## config.mk

```make
export PLATFORM = sky130hd
export DESIGN_NAME = uart_rx
export DESIGN_NICKNAME = d
export VERILOG_FILES = /design/src/rtl/uart_pkg.sv /design/src/rtl/sync_2ff.sv /design/src/rtl/uart_rx.sv
export SDC_FILE = /design/constraint.sdc
export NUM_CORES = 1
export LEC_CHECK = 0
export ABC_AREA = 1
export CORE_UTILIZATION = 40
export DETAILED_ROUTE_END_ITERATION = 16
export DONT_BUFFER_PORTS = 1
export HOLD_SLACK_MARGIN = 0.06
export SETUP_SLACK_MARGIN = 0.3
export SYNTH_ARGS = -nofsm -noshare
export SYNTH_HDL_FRONTEND = slang
export SYNTH_SLANG_ARGS = --single-unit
```

## constraint.sdc

```tcl
create_clock -name clk -period 1.4 [get_ports clk]
set_input_delay 0.28 -clock clk [delete_from_list [all_inputs] [get_ports clk]]
set_output_delay 0.28 -clock clk [all_outputs]
set_load 0.01 [all_outputs]
```

## src/rtl/uart_pkg.sv

```systemverilog
// Shared constants and state encoding for the 16x-oversampling UART receiver.
// The PARITY state exists only when UART_RX_PARITY_EN is defined.
package uart_pkg;

  localparam int         OVERSAMPLE  = 16;
  localparam logic [3:0] MID_SAMPLE  = 4'd7;
  localparam logic [3:0] LAST_SAMPLE = 4'd15;

`ifdef UART_RX_PARITY_EN
  typedef enum logic [2:0] {ST_IDLE, ST_START, ST_DATA, ST_PARITY, ST_STOP} rx_state_t;
`else
  typedef enum logic [2:0] {ST_IDLE, ST_START, ST_DATA, ST_STOP} rx_state_t;
`endif

endpackage

```

## src/rtl/sync_2ff.sv

```systemverilog
// 1-bit two-flop synchroniser with a configurable reset value.
// Latency: 2 clk. Backpressure: none.
module sync_2ff #(
  parameter logic RST_VAL = 1'b0
) (
  input  logic clk,
  input  logic rst,
  input  logic d,
  output logic q
);

  logic meta;

  always_ff @(posedge clk or posedge rst) begin
    if (rst) begin
      meta <= RST_VAL;
      q    <= RST_VAL;
    end else begin
      meta <= d;
      q    <= meta;
    end
  end

endmodule

```

## src/rtl/uart_rx.sv

```systemverilog
// 16x-oversampling UART receiver, 8N1 default; UART_RX_PARITY_EN adds a parity bit.
// Latency: rx_done 1 clk after the mid-stop-bit tick. Backpressure: none, consumer must take each strobe.
import uart_pkg::*;

module uart_rx #(
  parameter int DATA_BITS  = 8,
  parameter int PARITY_ODD = 0
) (
  input  logic                 clk,
  input  logic                 rst,
  input  logic                 tick,
  input  logic                 rx,
  output logic [DATA_BITS-1:0] rx_data,
  output logic                 rx_done,
  output logic                 rx_busy,
  output logic                 frame_err,
  output logic                 parity_err
);

  localparam int         CNT_W    = $clog2(OVERSAMPLE);
  localparam logic [2:0] LAST_BIT = 3'(DATA_BITS - 1);

  logic                 rx_sync;
  logic                 rx_prev;
  logic                 fall;
  rx_state_t            state;
  logic [CNT_W-1:0]     tick_cnt;
  logic [2:0]           bit_idx;
  logic [DATA_BITS-1:0] shreg;
  logic                 par_flag;

  sync_2ff #(.RST_VAL(1'b1)) u_rx_sync (
    .clk (clk),
    .rst (rst),
    .d   (rx),
    .q   (rx_sync)
  );

  // Edge flop: a held-low line (break) never re-triggers a start.
  always_ff @(posedge clk or posedge rst) begin
    if (rst) rx_prev <= 1'b1;
    else     rx_prev <= rx_sync;
  end

  assign fall = rx_prev & ~rx_sync;

  always_ff @(posedge clk or posedge rst) begin
    if (rst) begin
      state     <= ST_IDLE;
      tick_cnt  <= '0;
      bit_idx   <= '0;
      shreg     <= '0;
      par_flag  <= 1'b0;
      rx_data   <= '0;
      rx_done   <= 1'b0;
      rx_busy   <= 1'b0;
      frame_err <= 1'b0;
    end else begin
      rx_done <= 1'b0;
      case (state)
        ST_IDLE: begin
          tick_cnt <= '0;
          if (fall) begin
            state   <= ST_START;
            rx_busy <= 1'b1;
          end
        end
        ST_START: begin
          if (tick) begin
            if (tick_cnt == MID_SAMPLE) begin
              tick_cnt <= '0;
              bit_idx  <= '0;
              par_flag <= 1'b0;
              if (rx_sync) begin
                state   <= ST_IDLE;
                rx_busy <= 1'b0;
              end else begin
                state <= ST_DATA;
              end
            end else begin
              tick_cnt <= tick_cnt + 1'b1;
            end
          end
        end
        ST_DATA: begin
          if (tick) begin
            if (tick_cnt == LAST_SAMPLE) begin
              tick_cnt <= '0;
              shreg    <= {rx_sync, shreg[DATA_BITS-1:1]};
              if (bit_idx == LAST_BIT) begin
`ifdef UART_RX_PARITY_EN
                state <= ST_PARITY;
`else
                state <= ST_STOP;
`endif
              end else begin
                bit_idx <= bit_idx + 1'b1;
              end
            end else begin
              tick_cnt <= tick_cnt + 1'b1;
            end
          end
        end
`ifdef UART_RX_PARITY_EN
        ST_PARITY: begin
          if (tick) begin
            if (tick_cnt == LAST_SAMPLE) begin
              tick_cnt <= '0;
              par_flag <= ((^shreg) ^ rx_sync) != PARITY_ODD[0];
              state    <= ST_STOP;
            end else begin
              tick_cnt <= tick_cnt + 1'b1;
            end
          end
        end
`endif
        ST_STOP: begin
          if (tick) begin
            // Return to IDLE at mid-stop so back-to-back frames tolerate baud skew.
            if (tick_cnt == LAST_SAMPLE) begin
              tick_cnt  <= '0;
              rx_data   <= shreg;
              frame_err <= ~rx_sync;
              rx_done   <= 1'b1;
              rx_busy   <= 1'b0;
              state     <= ST_IDLE;
            end else begin
              tick_cnt <= tick_cnt + 1'b1;
            end
          end
        end
        default: begin
          state   <= ST_IDLE;
          rx_busy <= 1'b0;
        end
      endcase
    end
  end

`ifdef UART_RX_PARITY_EN
  always_ff @(posedge clk or posedge rst) begin
    if (rst)                                                     parity_err <= 1'b0;
    else if (state == ST_STOP && tick && tick_cnt == LAST_SAMPLE) parity_err <= par_flag;
  end
`else
  logic unused_parity;
  assign unused_parity = PARITY_ODD[0] ^ par_flag;
  assign parity_err    = 1'b0;
`endif

endmodule

```

==> qor.yml <==
detailed_routing:
  antenna_left: 0
  vias: 1096
  drc: 0
  highest_layer: "met4"
  wl_per_cell_um: 12.2
  met3_length_um: 122
  drt_iter0_drc: 92
  vias_per_cell: 4.72
  met1_length_um: 1240
  wl_met2_um: 1370
  drtPass1Iterations: 4
  routed_wl_um: 2840
cts:
  cts_sinks: 31
  cts_root_buffer: "clkbuf_8"
  cts_tree: "yes"
  clk_pin_slew_ns: 0.07
  cts_buffers: 5
  clockBufferDepth: 2
  insertion_delay_ns: 0.29
  cts.htree.levels: 2
pwr:
  power_leakage_nw: 0.921
  irDropWorstVdd_v: 0.000740
  p_per_area_nw_per_um2: 1390
  combPwrFrac_pct: 34.4
  p_sw_share_pct: 36.4
  power.internal_mw: 1.74
  fin_total_pwr_mw: 2.74
  power.switching_mw: 0.999
  clkPwrFrac_pct: 24.5
  pwr-share-seq_pct: 41.1
timing:
  rsz0062_at_grt: "yes"
  fin_crit_sh_pct: 108
  setup_viol: 5
  fin_crit_ns: 1.51
  slew_violations: 0
  fin_setup_tns_ns: -0.362
  fmax_mhz: 662
  layout_setup_ws_ns: -0.110
  holdWs_ns: 0.132
  hold_violations: 0
  skew_ns: 0.00897
logic_synthesis:
  ys_seq_elements: 31
  synth.distinct_cells: 25
  netlist_area_sq_um: 1540
  synth.yosys.warnings: 0
  synth_cells: 165
  synth_nets: 172
  seq_area_frac_synth_pct: 50.5
  syn_area_per_cell_sq_um: 9.35
setup_path:
  path_class: "reg2reg"
  critPathMaxFanout: 4
  arrival_ns: 1.68
  cp-start-kind: "flop"
  worstSetupEndpointType: "flop"
  r2r_cells: 7
  required_ns: 1.57
global_routing:
  grt_usage_pct: 17.2
  grt_antenna_before_repair: 0
  grt_max_degree: 32
  grt_pass1_wl_um: 5290
  overflow: 0
  grt_pass1_vias: 1189
place:
  place_congestion: 0.806
  dp_hpwl_um: 1820
  placedCellCount: 211
  dp_worst_setup_slack_ns: -0.0399
  port-buffer-count: 0
outcome:
  violations: "setup timing"
  status: "finished, violations left"
final_layout:
  fin_cells: 232
  antenna_cells: 0
  area_delta_synth_final_pct: 28.1
  nets: 190
  drive_gt1_share_pct: 44.6
die:
  die_w_um: 64.1
  num_rows: 22
  core_area_sq_um: 3690
  die_height_um: 64.1
  ios: 16
  start_util_pct: 41.8
  dieArea_sq_um: 4110
hold_path:
  min_delay_path_depth: 2
  hp-class: "in2reg"
run:
  cap_violations: 0
==> sequential cells by signal, summed over array words and instances, names as in the netlist, 2 cells and up <==
name,count
rx_data,8
shreg,8
tick_cnt,4
bit_idx,3
state,2
==> worst paths after layout <==
| kind | start | end | slack [ns] |
|---|---|---|---|
| max | bit_idx[0]$_DFFE_PP0P_ | bit_idx[1]$_DFFE_PP0P_ | -0.11 |
| min | tick | tick_cnt[1]$_DFFE_PP0P_ | 0.13 |
| max reg2reg | bit_idx[0]$_DFFE_PP0P_ | bit_idx[1]$_DFFE_PP0P_ | -0.11 |
| min reg2reg | u_rx_sync.meta$_DFF_PP1_ | u_rx_sync.q$_DFF_PP1_ | 0.36 |
| max in group asynchronous | rst | u_rx_sync.q$_DFF_PP1_ | 0.56 |
| min in group asynchronous | rst | shreg[1]$_DFFE_PP0P_ | 0.50 |
==> worst max-delay path, cell delays in order (launching register included) <==
cell	delay (ns)
dfrtp_1	0.39
ha_2	0.21
ha_4	0.15
nand3b_1	0.24
o21ai_4	0.15
nand3_2	0.11
nand2_1	0.09
nand2_1	0.06
==> cells in the final DEF, fill, tap and decap left out, drive strengths merged <==
cell / netlist / final
nand3b: 1 / 1
dfrtp: 28 / 28
a21oi: 2 / 2
clkinv: 0 / 3
nor2: 12 / 12
xnor2: 1 / 1
dfstp: 3 / 3
clkbuf: 0 / 5
ha: 3 / 3
dlygate4sd3: 0 / 2
nand4: 3 / 3
nor3: 1 / 1
inv: 22 / 22
nand3: 9 / 9
nand2: 54 / 54
o21ai: 20 / 20
buf: 5 / 14
conb: 1 / 1
==> power by group through the flow <==
stage / sequential [mW] / combinational [mW] / clock [mW]
floorplan: 1.09 / 0.607 / 0
global placement: 1.14 / 0.662 / 0
detailed placement: 1.15 / 0.682 / 0
CTS: 1.12 / 0.811 / 0.707
global route: 1.13 / 1.09 / 0.738
finish: 1.13 / 0.943 / 0.673
==> metrics by stage <==
step                cell area (sq um)  util, %
detailed placement               1610     43.5
floorplan                        1580        -
global placement                 1610     43.5
CTS                              1840     49.9
global route                     1980     53.6
finish                           1980     53.6
==> cell type report <==
class / count / area (sq um)
fill: 339 / 1710
sequential: 31 / 781
multi-input combinational: 107 / 815
inverter: 22 / 82.6
tap: 48 / 60.1
clock inverter: 3 / 15.0
clock buffer: 5 / 68.8
timing repair buffer: 16 / 154
==> what timing repair did <==
item	4_1_cts	5_1_grt
pin swaps	9	13
setup endpoints to repair	26	26
endpoints found under the hold margin	29	0
buffers inserted	7	4
hold buffers	2	0
resized for setup	22	17
==> cells by family (layout without fill, tap and decap cells) <==
family          Yosys count  after routing  synth area share (%)
compound gates           22             22                  11.5
other cells               1              1                 0.243
flops                    31             31                  50.5
simple gates             80             80                  26.0
xor+xnor                  1              1                 0.568
fa+ha+maj                 3              3                  2.43
buf+inv                  27             46                  8.76
==> synthesized netlist by cell type <==
cell / number / area (sq um)
nor2_2: 2 / 12.5
buf_6: 4 / 45.0
nor2_4: 1 / 11.3
nand3_1: 6 / 30.0
ha_1: 3 / 37.5
dfrtp_1: 28 / 701
a21oi_1: 2 / 10.0
nand4_1: 3 / 18.8
nand3_4: 2 / 35.0
nor3_1: 1 / 5.00
inv_1: 19 / 71.3
nand3b_1: 1 / 7.51
nor2_1: 8 / 30.0
o21ai_0: 1 / 5.00
nor2_8: 1 / 20.0
nand2_2: 7 / 43.8
conb_1: 1 / 3.75
dfstp_2: 3 / 78.8
nand2_1: 47 / 176
o21ai_1: 1 / 5.00
inv_2: 3 / 11.3
nand3_2: 1 / 10.0
o21ai_2: 18 / 158
xnor2_1: 1 / 8.76
buf_4: 1 / 7.51
==> routing by layer <==
metal / GRT usage [%] / vias up
li1: - / 548
met1: 20.5 / 518
met2: 27.0 / 21
met3: 4.46 / 9
met4: 11.7 / 0
met5: 0 / -
(Power assumes the default switching activity.)
